**src/rtl/rc_filter_pkg.sv**
```systemverilog
// Shared constants, enums and the RC coefficient helper for the multichannel RC filter.
package rc_filter_pkg;

    localparam int Q_FRAC = 16;

    typedef enum logic {RC_HP = 1'b0, RC_LP = 1'b1} mode_e;

    typedef enum logic [1:0] {S_IDLE, S_RUN, S_DONE} state_e;

    // HP uses RC/(RC+dt), LP uses dt/(RC+dt), both as 18-bit unsigned Q16.
    function automatic logic [17:0] rc_coef(input longint r, input longint c_35_shifted,
                                            input longint sample_rate, input int mode);
        longint rc_32;
        longint dt_32;
        longint num;
        rc_32 = (r * c_35_shifted) >>> 3;
        dt_32 = (longint'(1) << 32) / sample_rate;
        num   = (mode == 1) ? dt_32 : rc_32;
        return 18'((num << Q_FRAC) / (rc_32 + dt_32));
    endfunction

endpackage

```
**src/rtl/lfsr8.sv**
```systemverilog
// 8-bit maximal-length Fibonacci LFSR, advanced one step per request.
module lfsr8 (
    input  logic       clk,
    input  logic       rst_n,
    input  logic       step,
    output logic [7:0] value
);
    always_ff @(posedge clk) begin
        if (!rst_n)
            value <= 8'h01;
        else if (step)
            value <= {value[6:0], value[7] ^ value[5] ^ value[4] ^ value[3]};
    end
endmodule

```
**src/rtl/rc_filter_datapath.sv**
```systemverilog
// Two-stage channel-agnostic filter pipe: registered difference, then multiply/shift/saturate.
module rc_filter_datapath
    import rc_filter_pkg::*;
#(
    parameter int          DATA_W = 16,
    parameter int          IW     = 1,
    parameter mode_e       FMODE  = RC_HP,
    parameter logic [17:0] COEF   = 18'd0
) (
    input  logic                     clk,
    input  logic                     rst_n,
    input  logic                     issue,
    input  logic [IW-1:0]            idx,
    input  logic signed [DATA_W-1:0] x,
    input  logic signed [DATA_W-1:0] y,
    input  logic signed [DATA_W:0]   x_prev,
    output logic                     res_vld,
    output logic [IW-1:0]            res_idx,
    output logic signed [DATA_W-1:0] res
);
    localparam int STAGES = 1;
    localparam int DW     = DATA_W + 2;
    localparam int PW     = DATA_W + 20;
    localparam int AW     = DATA_W + 4;
    localparam logic signed [AW-1:0] MAXV = AW'((64'sd1 <<< (DATA_W - 1)) - 64'sd1);
    localparam logic signed [AW-1:0] MINV = ~MAXV;

    logic [STAGES:1]          vld_pipe;
    logic signed [DW-1:0]     diff_c;
    logic signed [DW-1:0]     diff_q;
    logic signed [DATA_W-1:0] y_q;
    logic [IW-1:0]            idx_q;
    logic signed [PW-1:0]     prod;
    logic signed [AW-1:0]     acc;

    always_comb begin
        if (FMODE == RC_LP)
            diff_c = DW'(x) - DW'(y);
        else
            diff_c = DW'(y) + DW'(x) - DW'(x_prev);
    end

    always_ff @(posedge clk) begin
        if (!rst_n) begin
            vld_pipe <= '0;
            diff_q   <= '0;
            y_q      <= '0;
            idx_q    <= '0;
        end else begin
            vld_pipe <= issue;
            if (issue) begin
                diff_q <= diff_c;
                y_q    <= y;
                idx_q  <= idx;
            end
        end
    end

    // Coefficient is unsigned, so it gets a zero sign bit before the signed multiply.
    assign prod = PW'($signed({1'b0, COEF})) * PW'(diff_q);

    always_comb begin
        if (FMODE == RC_LP)
            acc = AW'(y_q) + AW'(prod >>> Q_FRAC);
        else
            acc = AW'(prod >>> Q_FRAC);
        if (acc > MAXV)
            res = MAXV[DATA_W-1:0];
        else if (acc < MINV)
            res = MINV[DATA_W-1:0];
        else
            res = acc[DATA_W-1:0];
    end

    assign res_vld = vld_pipe[STAGES];
    assign res_idx = idx_q;
endmodule

```
**src/rtl/rc_filter_multichannel.sv**
```systemverilog
// N-channel first-order RC filter; one shared multiplier walks the channels after each sample strobe.
module rc_filter_multichannel
    import rc_filter_pkg::*;
#(
    parameter int SAMPLE_RATE   = 48000,
    parameter int R             = 47000,
    parameter int C_35_SHIFTED  = 1615,
    parameter int CHANNELS      = 2,
    parameter int DATA_W        = 16,
    parameter int MODE          = 0,
    parameter int COEF_OVERRIDE = 0,
    parameter int DITHER        = 1
) (
    input  logic                         clk,
    input  logic                         I_RSTn,
    input  logic                         audio_clk_en,
    input  logic [CHANNELS*DATA_W-1:0]   in,
    output logic [CHANNELS*DATA_W-1:0]   out,
    output logic                         out_valid,
    output logic                         busy,
    output logic                         overrun
);
    localparam int          IW    = (CHANNELS > 1) ? $clog2(CHANNELS) : 1;
    localparam mode_e       FMODE = (MODE == 1) ? RC_LP : RC_HP;
    localparam logic [17:0] COEF  = (COEF_OVERRIDE != 0) ? 18'(COEF_OVERRIDE)
                                  : rc_coef(R, C_35_SHIFTED, SAMPLE_RATE, MODE);

    state_e                   state;
    logic [IW-1:0]            ch;
    logic signed [DATA_W-1:0] snap   [CHANNELS];
    logic signed [DATA_W-1:0] y      [CHANNELS];
    logic signed [DATA_W:0]   x_prev [CHANNELS];
    logic [7:0]               lfsr_q;
    logic signed [DATA_W:0]   dith;
    logic                     accept;
    logic                     res_vld;
    logic [IW-1:0]            res_idx;
    logic signed [DATA_W-1:0] res;

    assign accept = audio_clk_en && !busy;

    lfsr8 u_lfsr (
        .clk   (clk),
        .rst_n (I_RSTn),
        .step  (accept),
        .value (lfsr_q)
    );

    // Top two LFSR bits minus 2 give a dither of -2..+1, shared by every channel of a sample.
    assign dith = (DITHER != 0 && FMODE == RC_HP)
                ? (DATA_W+1)'($signed({1'b0, lfsr_q[7:6]}) - 3'sd2) : '0;

    rc_filter_datapath #(
        .DATA_W (DATA_W),
        .IW     (IW),
        .FMODE  (FMODE),
        .COEF   (COEF)
    ) u_dp (
        .clk     (clk),
        .rst_n   (I_RSTn),
        .issue   (state == S_RUN),
        .idx     (ch),
        .x       (snap[ch]),
        .y       (y[ch]),
        .x_prev  (x_prev[ch]),
        .res_vld (res_vld),
        .res_idx (res_idx),
        .res     (res)
    );

    always_ff @(posedge clk) begin
        if (!I_RSTn) begin
            state     <= S_IDLE;
            ch        <= '0;
            busy      <= 1'b0;
            out_valid <= 1'b0;
            overrun   <= 1'b0;
            out       <= '0;
            for (int c = 0; c < CHANNELS; c++) begin
                snap[c]   <= '0;
                y[c]      <= '0;
                x_prev[c] <= '0;
            end
        end else begin
            out_valid <= 1'b0;
            if (audio_clk_en && busy)
                overrun <= 1'b1;
            if (res_vld)
                y[res_idx] <= res;
            case (state)
                S_IDLE: begin
                    if (audio_clk_en) begin
                        for (int c = 0; c < CHANNELS; c++)
                            snap[c] <= in[c*DATA_W +: DATA_W];
                        busy  <= 1'b1;
                        ch    <= '0;
                        state <= S_RUN;
                    end
                end
                S_RUN: begin
                    x_prev[ch] <= (DATA_W+1)'(snap[ch]) + dith;
                    if (ch == IW'(CHANNELS - 1))
                        state <= S_DONE;
                    else
                        ch <= ch + IW'(1);
                end
                S_DONE: begin
                    // Wait for the final channel to leave the multiplier stage.
                    if (!res_vld) begin
                        for (int c = 0; c < CHANNELS; c++)
                            out[c*DATA_W +: DATA_W] <= y[c];
                        out_valid <= 1'b1;
                        busy      <= 1'b0;
                        state     <= S_IDLE;
                    end
                end
                default: state <= S_IDLE;
            endcase
        end
    end
endmodule

```
**config.mk**
```make
export PLATFORM = sky130hd
export DESIGN_NAME = rc_filter_multichannel
export DESIGN_NICKNAME = d
export VERILOG_FILES = /design/src/rtl/rc_filter_pkg.sv /design/src/rtl/lfsr8.sv /design/src/rtl/rc_filter_datapath.sv /design/src/rtl/rc_filter_multichannel.sv
export SDC_FILE = /design/constraint.sdc
export NUM_CORES = 1
export LEC_CHECK = 0
export CAP_MARGIN = 20
export CORE_MARGIN = 2
export CORE_UTILIZATION = 60
export CTS_CLUSTER_SIZE = 8
export DETAILED_ROUTE_END_ITERATION = 16
export DONT_BUFFER_PORTS = 1
export PLACE_DENSITY = 0.84
export RECOVER_POWER = 100
export SETUP_SLACK_MARGIN = 0.2
export SYNTH_ARGS = -nofsm -noshare
export SYNTH_HDL_FRONTEND = slang
export SYNTH_SLANG_ARGS = --single-unit
```
**constraint.sdc**
```tcl
create_clock -name clk -period 10.4 [get_ports clk]
set_clock_uncertainty 0.1 [all_clocks]
set_input_delay 2.08 -clock clk [delete_from_list [all_inputs] [get_ports clk]]
set_output_delay 2.08 -clock clk [all_outputs]
set_load 0.05 [all_outputs]
```
==> impl_metrics.csv, run 1 <==
group,metric,value,unit
global_routing,overflow,0,
yosys,synth_top_area_cell,"fa_1",
timing,finalSetupViolCount,0,
yosys,async_flop_share,0,%
yosys,dominantRegCellSynth,"edfxtp_1",
finish,diodes,0,
finish,area_delta_synth_final,5.56,%
clock_network,cts_root_buf,"clkbuf_16",
worst_setup_path,cp-start-kind,"flip-flop",
yosys,syn_area,15700,µm²
finish,fillCellCount,1962,
floorplan,ioPinCount,70,
worst_setup_path,r2r_cells,21,
timing,period_minus_slack,7.69,ns
timing,fmax,0.130,GHz
yosys,yosysSeqAreaShare,27.3,%
drt,post-route-drc-count,0,
finish,drive_gt1_share,5.37,%
worst_setup_path,cp-end-kind,"flip-flop",
timing,slew_violations,34,
drt,avgViaCountPerCell,5.69,
clock_network,post-cts-setup-buffers,0,
clock_network,cts_buffer_depth,2,
drt,routed_wl,35500,µm
global_routing,grt_max_degree,79,
global_routing,antenna_found_initial,0,
flow_run,cap_violations,1,
floorplan,row_count,59,
worst_setup_path,cp_max_fo,15,
drt,dr.pass1.iters,6,
global_routing,use_met3,5.57,%
yosys,yosys-top-cells-area,"fa_1 24%, edfxtp_1 19%, ha_1 14%, dfxtp_1 8.6%, inv_1 7.7%",
timing,rsz0062_at_grt,"false",
clock_network,cts_tree,"yes",
yosys,synth_edf_count,98,
worst_setup_path,r2r-end,"y[0][7]$_SDFFCE_PN0P_",
timing,slew_headroom,-62.3,%
drt,drt_iter0_drc,805,
placed_design,hpwlAfterDp,28300,µm
global_routing,grtUsageMet1,37.2,%
clock_network,postCtsHoldBufs,0,
drt,vias,10700,
hold_path,min_from,"u_lfsr.value[2]$_SDFFE_PN0P_",
global_routing,first_global_vias,11600,
clock_network,h-tree-depth,4,
placed_design,portBuffers,0,
drt,post_drt_wl_per_cell,18.9,µm
status,violations,"capacitance limit, slew limit",
yosys,syn_nets,1940,
floorplan,start_util,60.6,%
timing,tightest_slew,2.43,ns
global_routing,globalRouteTotalUtil,27.4,%
clock_network,post_cts.resized_instances,0,
status,outcome,"finished with violations",
floorplan,chipWidth,166,µm
worst_setup_path,required,10.45,ns
floorplan,die_height,166,µm
hold_path,holdCritPathClass,"reg -> reg",
clock_network,clkSinkCount,165,
worst_setup_path,rr_startpoint,"u_dp.diff_q[5]$_SDFFE_PN0P_",
clock_network,cts_buffers,17,
placed_design,gp_congestion,0.905,
worst_setup_path,worstSetupPathType,"reg -> reg",
yosys,synth_top_cell_area_share,23.8,%
timing,setup_tns,0,ns
finish,final_nets,1930,
floorplan,coreArea,25800,µm²
yosys,synth.distinct_cells,69,
hold_path,holdPathStages,2,
yosys,yosys_register_bits,165,
timing,hold_violations,0,
drt,ant_nets,0,
worst_setup_path,cp_data_arrival_time,7.74,ns
yosys,synth.most_common_cell,"inv_1",
hold_path,holdPathEnd,"u_lfsr.value[3]$_SDFFE_PN0P_",
yosys,syn_avg_cell_area,10.2,µm²
global_routing,grt.busiest_layer,"met2",
global_routing,grt_pass1_wl,59700,µm
yosys,syn_inst,1543,
clock_network,clk_latency,0.44,ns
clock_network,clk_pin_slew,0.07,ns
yosys,ys_warn_count,0,
worst_setup_path,reg2reg_slack,2.71,ns
global_routing,grt_util_met2,45.1,%
yosys,synth_common_cells,"323 x inv_1, 186 x fa_1, 176 x ha_1",
timing,period_share,73.9,%
floorplan,die_area,27400,µm²
routing by layer:
layer  part of all wire (%)  vias up
met4                    2.3        0
met1                     42     5326
met3                    7.1       59
met2                     48      348
met5                      0        -
li1                       -     4967
worst max-delay path by stage:
stage / end / from / slack, ns
2_1_floorplan: y[1][5]$_SDFFCE_PN0P_ / u_dp.diff_q[17]$_SDFFE_PN0P_ / 3.05
3_5_place_dp: y[1][3]$_SDFFCE_PN0P_ / u_dp.diff_q[7]$_SDFFE_PN0P_ / 2.70
6_report: y[0][7]$_SDFFCE_PN0P_ / u_dp.diff_q[5]$_SDFFE_PN0P_ / 2.71
4_1_cts: y[1][2]$_SDFFCE_PN0P_ / u_dp.diff_q[6]$_SDFFE_PN0P_ / 2.69
3_3_place_gp: y[1][2]$_SDFFCE_PN0P_ / u_dp.diff_q[6]$_SDFFE_PN0P_ / 2.98
5_1_grt: y[0][0]$_SDFFCE_PN0P_ / u_dp.diff_q[5]$_SDFFE_PN0P_ / 2.07
worst max-delay path, stage by stage, from the launching register on:
cell	delay, ns
dfxtp_1	0.59
inv_1	0.22
fa_1	0.55
inv_1	0.06
fa_1	0.46
fa_1	0.54
fa_1	0.55
fa_1	0.54
inv_1	0.07
fa_1	0.53
inv_1	0.04
ha_1	0.35
and4_2	0.28
nor4bb_1	0.13
a2111oi_0	0.49
o311ai_0	0.31
nand4_1	0.21
a21oi_1	0.09
xnor2_1	0.30
a211oi_1	0.08
nor2_1	0.67
o21ai_0	0.23
metrics by stage:
step / cell area, µm² / hold WS [ns] / utilization (%) / instances / setup slack [ns]
finish: 16500 / 0.369 / 64.0 / 1881 / 2.71
global route: 16500 / 0.394 / 64.0 / 1881 / 2.07
CTS: 16600 / 0.373 / 64.2 / 1880 / 2.69
detailed placement: 16000 / 0.361 / 61.9 / 1848 / 2.70
global placement: 16000 / 0.353 / 61.9 / 1848 / 2.98
floorplan: 15700 / 0.341 / - / 1543 / 3.05
state kept, by name (all words and copies together), names as in the netlist, named ones only:
register	count
snap	32
u_dp.diff_q	18
y	32
u_lfsr.value	8
u_dp.res_idx	1
busy	1
u_dp.res_vld	1
ch	1
overrun	1
out	32
x_prev	34
out_valid	1
state	2
cell usage in the layout (no fill, tap or decap), types with 6 or more instances in the layout:
cell type    n
and2_0      33
nor3_1      15
or2_2       11
xor2_1      20
nand3_1     24
a21oi_1     37
mux2_2      18
a21o_1      24
o211ai_1     6
and3_1       9
clkbuf_16   18
dfxtp_1     66
clkbuf_1     6
edfxtp_1    98
xnor2_1     37
inv_1      323
nand3b_1     6
nand2_1    124
nor2_1      59
ha_1       176
a21boi_0    50
fa_1       186
mux2i_1     32
and2_1      11
o21ai_0     61
layout make-up:
cell class	instances	area (µm²)	share of cell area, %
clock inverters	14	150	0.908
repair buffers	10	52.6	0.318
clock buffers	18	450	2.72
well taps	335	419	2.53
inverters	323	1210	7.33
flip-flops and latches	165	4290	25.9
multi-input cells	1016	9970	60.3
logic make-up after synthesis:
group / Yosys count / share of synthesized area, %
buffers and inverters: 362 / 8.84
adder cells (fa/ha/maj): 362 / 37.8
AND/OR/NAND/NOR: 326 / 10.0
AO/OA/AOI/OAI: 221 / 9.48
flip-flops: 165 / 27.3
XOR/XNOR: 57 / 3.19
multiplexers: 50 / 3.34
Power of run 1 is left out: the tool's default activity adds up to more than one toggle a clock period on the data nets, which glitch-free logic cannot reach.
==> inputs of run 2 (changes only) <==
==> constraint.sdc (replaced) <==
create_clock -name clk -period 7.9 [get_ports clk]
set_clock_uncertainty 0.1 [all_clocks]
set_input_delay 1.58 -clock clk [delete_from_list [all_inputs] [get_ports clk]]
set_output_delay 1.58 -clock clk [all_outputs]
set_load 0.05 [all_outputs]
==> run 2 against run 1 <==
  * The flow still finishes with violations (capacitance limit, slew limit)
  * Global-route usage shrank 0.17 points
  * Worst hold slack gained 0.0024 ns
  * Setup slack lost 2.2 ns
  * Die area is the same
  * Design area grew 0.42%
  * Flip-flop and latch count is the same
  * Non-clock buffer count grew 10
  * Sequential share of layout area shrank 0.071 points
  * Core utilization grew 0.27 points
  * Critical path depth shrank 1
  * First-iteration DRC count grew 10%
  * Critical path type unchanged
==> impl_metrics.csv, run 2 (same netlist as run 1, synthesis figures left out) <==
group,metric,value,unit
hold_path,holdPathStages,2,
clock_network,cts_root_buf,"clkbuf_16",
clock_network,clkSinkCount,165,
placed_design,portBuffers,0,
timing,rsz0062_at_grt,"false",
clock_network,h-tree-depth,4,
worst_setup_path,cp-start-kind,"flip-flop",
clock_network,clk_pin_slew,0.07,ns
global_routing,overflow,0,
timing,finalSetupViolCount,0,
finish,regMostFlops,"x_prev",
drt,post-route-drc-count,0,
worst_setup_path,cp_cell_sequence,"inv_1 -> fa_1 -> inv_1 -> fa_1 -> fa_1 -> fa_1 -> fa_1 -> inv_1 -> fa_1 -> inv_1 -> ha_1 -> a21o_2 -> o41ai_1 -> a21oi_1 -> and4_4 -> o41a_1 -> or3_1 -> a211oi_1 -> nor2_4 -> o21ai_0",
clock_network,cts_buffers,17,
timing,tightest_slew,1.99,ns
finish,final_common_cell,"inv_1",
clock_network,post_cts.resized_instances,0,
drt,dr.pass1.iters,5,
floorplan,coreArea,25800,µm²
floorplan,chipWidth,166,µm
flow_run,cap_violations,2,
worst_setup_path,worstSetupPathType,"reg -> reg",
drt,drt_iter0_drc,889,
finish,diodes,0,
worst_setup_path,cp.depth,20,
timing,hold_violations,0,
floorplan,die_height,166,µm
clock_network,cts_tree,"yes",
finish,area_delta_synth_final,6.00,%
drt,vias,10800,
finish,final_nets,1940,
worst_setup_path,slowest_stage,"fa_1",
worst_setup_path,cp_max_fo,15,
timing,fmax,0.135,GHz
global_routing,grt_pass1_wl,59000,µm
floorplan,row_count,59,
drt,ant_nets,0,
finish,final_cell_mix,"323 x inv_1, 186 x fa_1, 176 x ha_1",
timing,slew_headroom,-32.9,%
global_routing,grt_max_degree,79,
status,outcome,"finished with violations",
finish,largest_register_ff_count,34,
placed_design,hpwlAfterDp,28900,µm
timing,slew_violations,69,
clock_network,clk_latency,0.44,ns
global_routing,first_global_vias,11300,
drt,met2WireLength,17500,µm
finish,drive_gt1_share,6.23,%
worst_setup_path,cp_data_arrival_time,7.57,ns
drt,top_layer,"met4",
drt,wl_met1,14600,µm
timing,period_minus_slack,7.39,ns
drt,routed_wl,36000,µm
drt,post_drt_wl_per_cell,19.0,µm
floorplan,ioPinCount,70,
hold_path,holdCritPathClass,"reg -> reg",
drt,met3RoutedLength,2870,µm
global_routing,antenna_found_initial,0,
worst_setup_path,cpMostUsedCell,"fa_1",
worst_setup_path,required,8.08,ns
worst_setup_path,slowest_delay,0.58,ns
clock_network,postCtsHoldBufs,0,
global_routing,globalRouteTotalUtil,27.3,%
finish,fillCellCount,1969,
drt,avgViaCountPerCell,5.72,
worst_setup_path,cp-end-kind,"flip-flop",
floorplan,start_util,60.6,%
floorplan,die_area,27400,µm²
timing,period_share,93.5,%
clock_network,cts_buffer_depth,2,
worst_setup_path,critical_path_buf_inv_count,4,
worst_setup_path,crit_family,"adder cells",
clock_network,post-cts-setup-buffers,0,
status,violations,"capacitance limit, slew limit",
placed_design,gp_congestion,0.948,
timing,setup_tns,0,ns
worst_setup_path,r2r_cells,20,
-- run 2: cell types whose count changed in the layout (fill, tap and decap cells not counted), sizes merged --
cell	delta
clkbuf	+3
buf	+9
inv	-2
clkinvlp	+1
clkinv	-1
-- run 2: final timing paths --
path,start,endpoint,slack [ns]
min reg2reg,u_lfsr.value[0]$_SDFFE_PN1P_,u_lfsr.value[1]$_SDFFE_PN0P_,0.37
min,u_lfsr.value[0]$_SDFFE_PN1P_,u_lfsr.value[1]$_SDFFE_PN0P_,0.37
max,u_dp.diff_q[6]$_SDFFE_PN0P_,y[1][2]$_SDFFCE_PN0P_,0.51
max reg2reg,u_dp.diff_q[6]$_SDFFE_PN0P_,y[1][2]$_SDFFCE_PN0P_,0.51
-- run 2: per-layer routing --
layer,vias up,global-route usage (%)
met1,5334,37.0
met2,426,45.5
met5,-,0
met4,0,7.71
li1,4981,-
met3,83,4.68
-- run 2: per-stage QoR --
step / worst slack, ns / std cells / cell area (µm²) / utilization (%) / hold slack (ns)
global placement: 0.507 / 1859 / 16100 / 62.2 / 0.353
floorplan: 0.550 / 1543 / 15700 / - / 0.341
global route: 0.133 / 1891 / 16600 / 64.3 / 0.417
CTS: 0.256 / 1891 / 16700 / 64.4 / 0.375
detailed placement: 0.275 / 1859 / 16100 / 62.2 / 0.364
finish: 0.513 / 1891 / 16600 / 64.3 / 0.371
-- run 2: layout make-up --
type	count	area (µm²)	share of cell area [%]
clock buffers	20	468	2.82
clock inverters	12	109	0.655
inverters	323	1210	7.30
multi-input cells	1016	9990	60.1
flip-flops and latches	165	4290	25.8
well taps	335	419	2.52
repair buffers	20	125	0.753
-- run 2: worst min-delay path, delay by kind of cell, from the launching register on --
kind            cells  cell delay, ns
compound gates      1            0.06
flops               1            0.32
simple gates        1            0.05
Power of run 2 is left out for the same reason.
==> inputs of run 3 (changes only) <==
--- a/config.mk
+++ b/config.mk
@@ -14,6 +14,7 @@
 export PLACE_DENSITY = 0.84
 export RECOVER_POWER = 100
 export SETUP_SLACK_MARGIN = 0.2
+export SLEW_MARGIN = 10
 export SYNTH_ARGS = -nofsm -noshare
 export SYNTH_HDL_FRONTEND = slang
 export SYNTH_SLANG_ARGS = --single-unit
==> constraint.sdc (replaced) <==
create_clock -name clk -period 7.9 [get_ports clk]
set_clock_uncertainty 0.1 [all_clocks]
set_input_delay 1.58 -clock clk [delete_from_list [all_inputs] [get_ports clk]]
set_output_delay 1.58 -clock clk [all_outputs]
set_load 0.01 [all_outputs]
==> results of run 3 <==
No change in the layout: final DEF, timing and power equal those of run 2.
Power of run 3 is left out for the same reason.
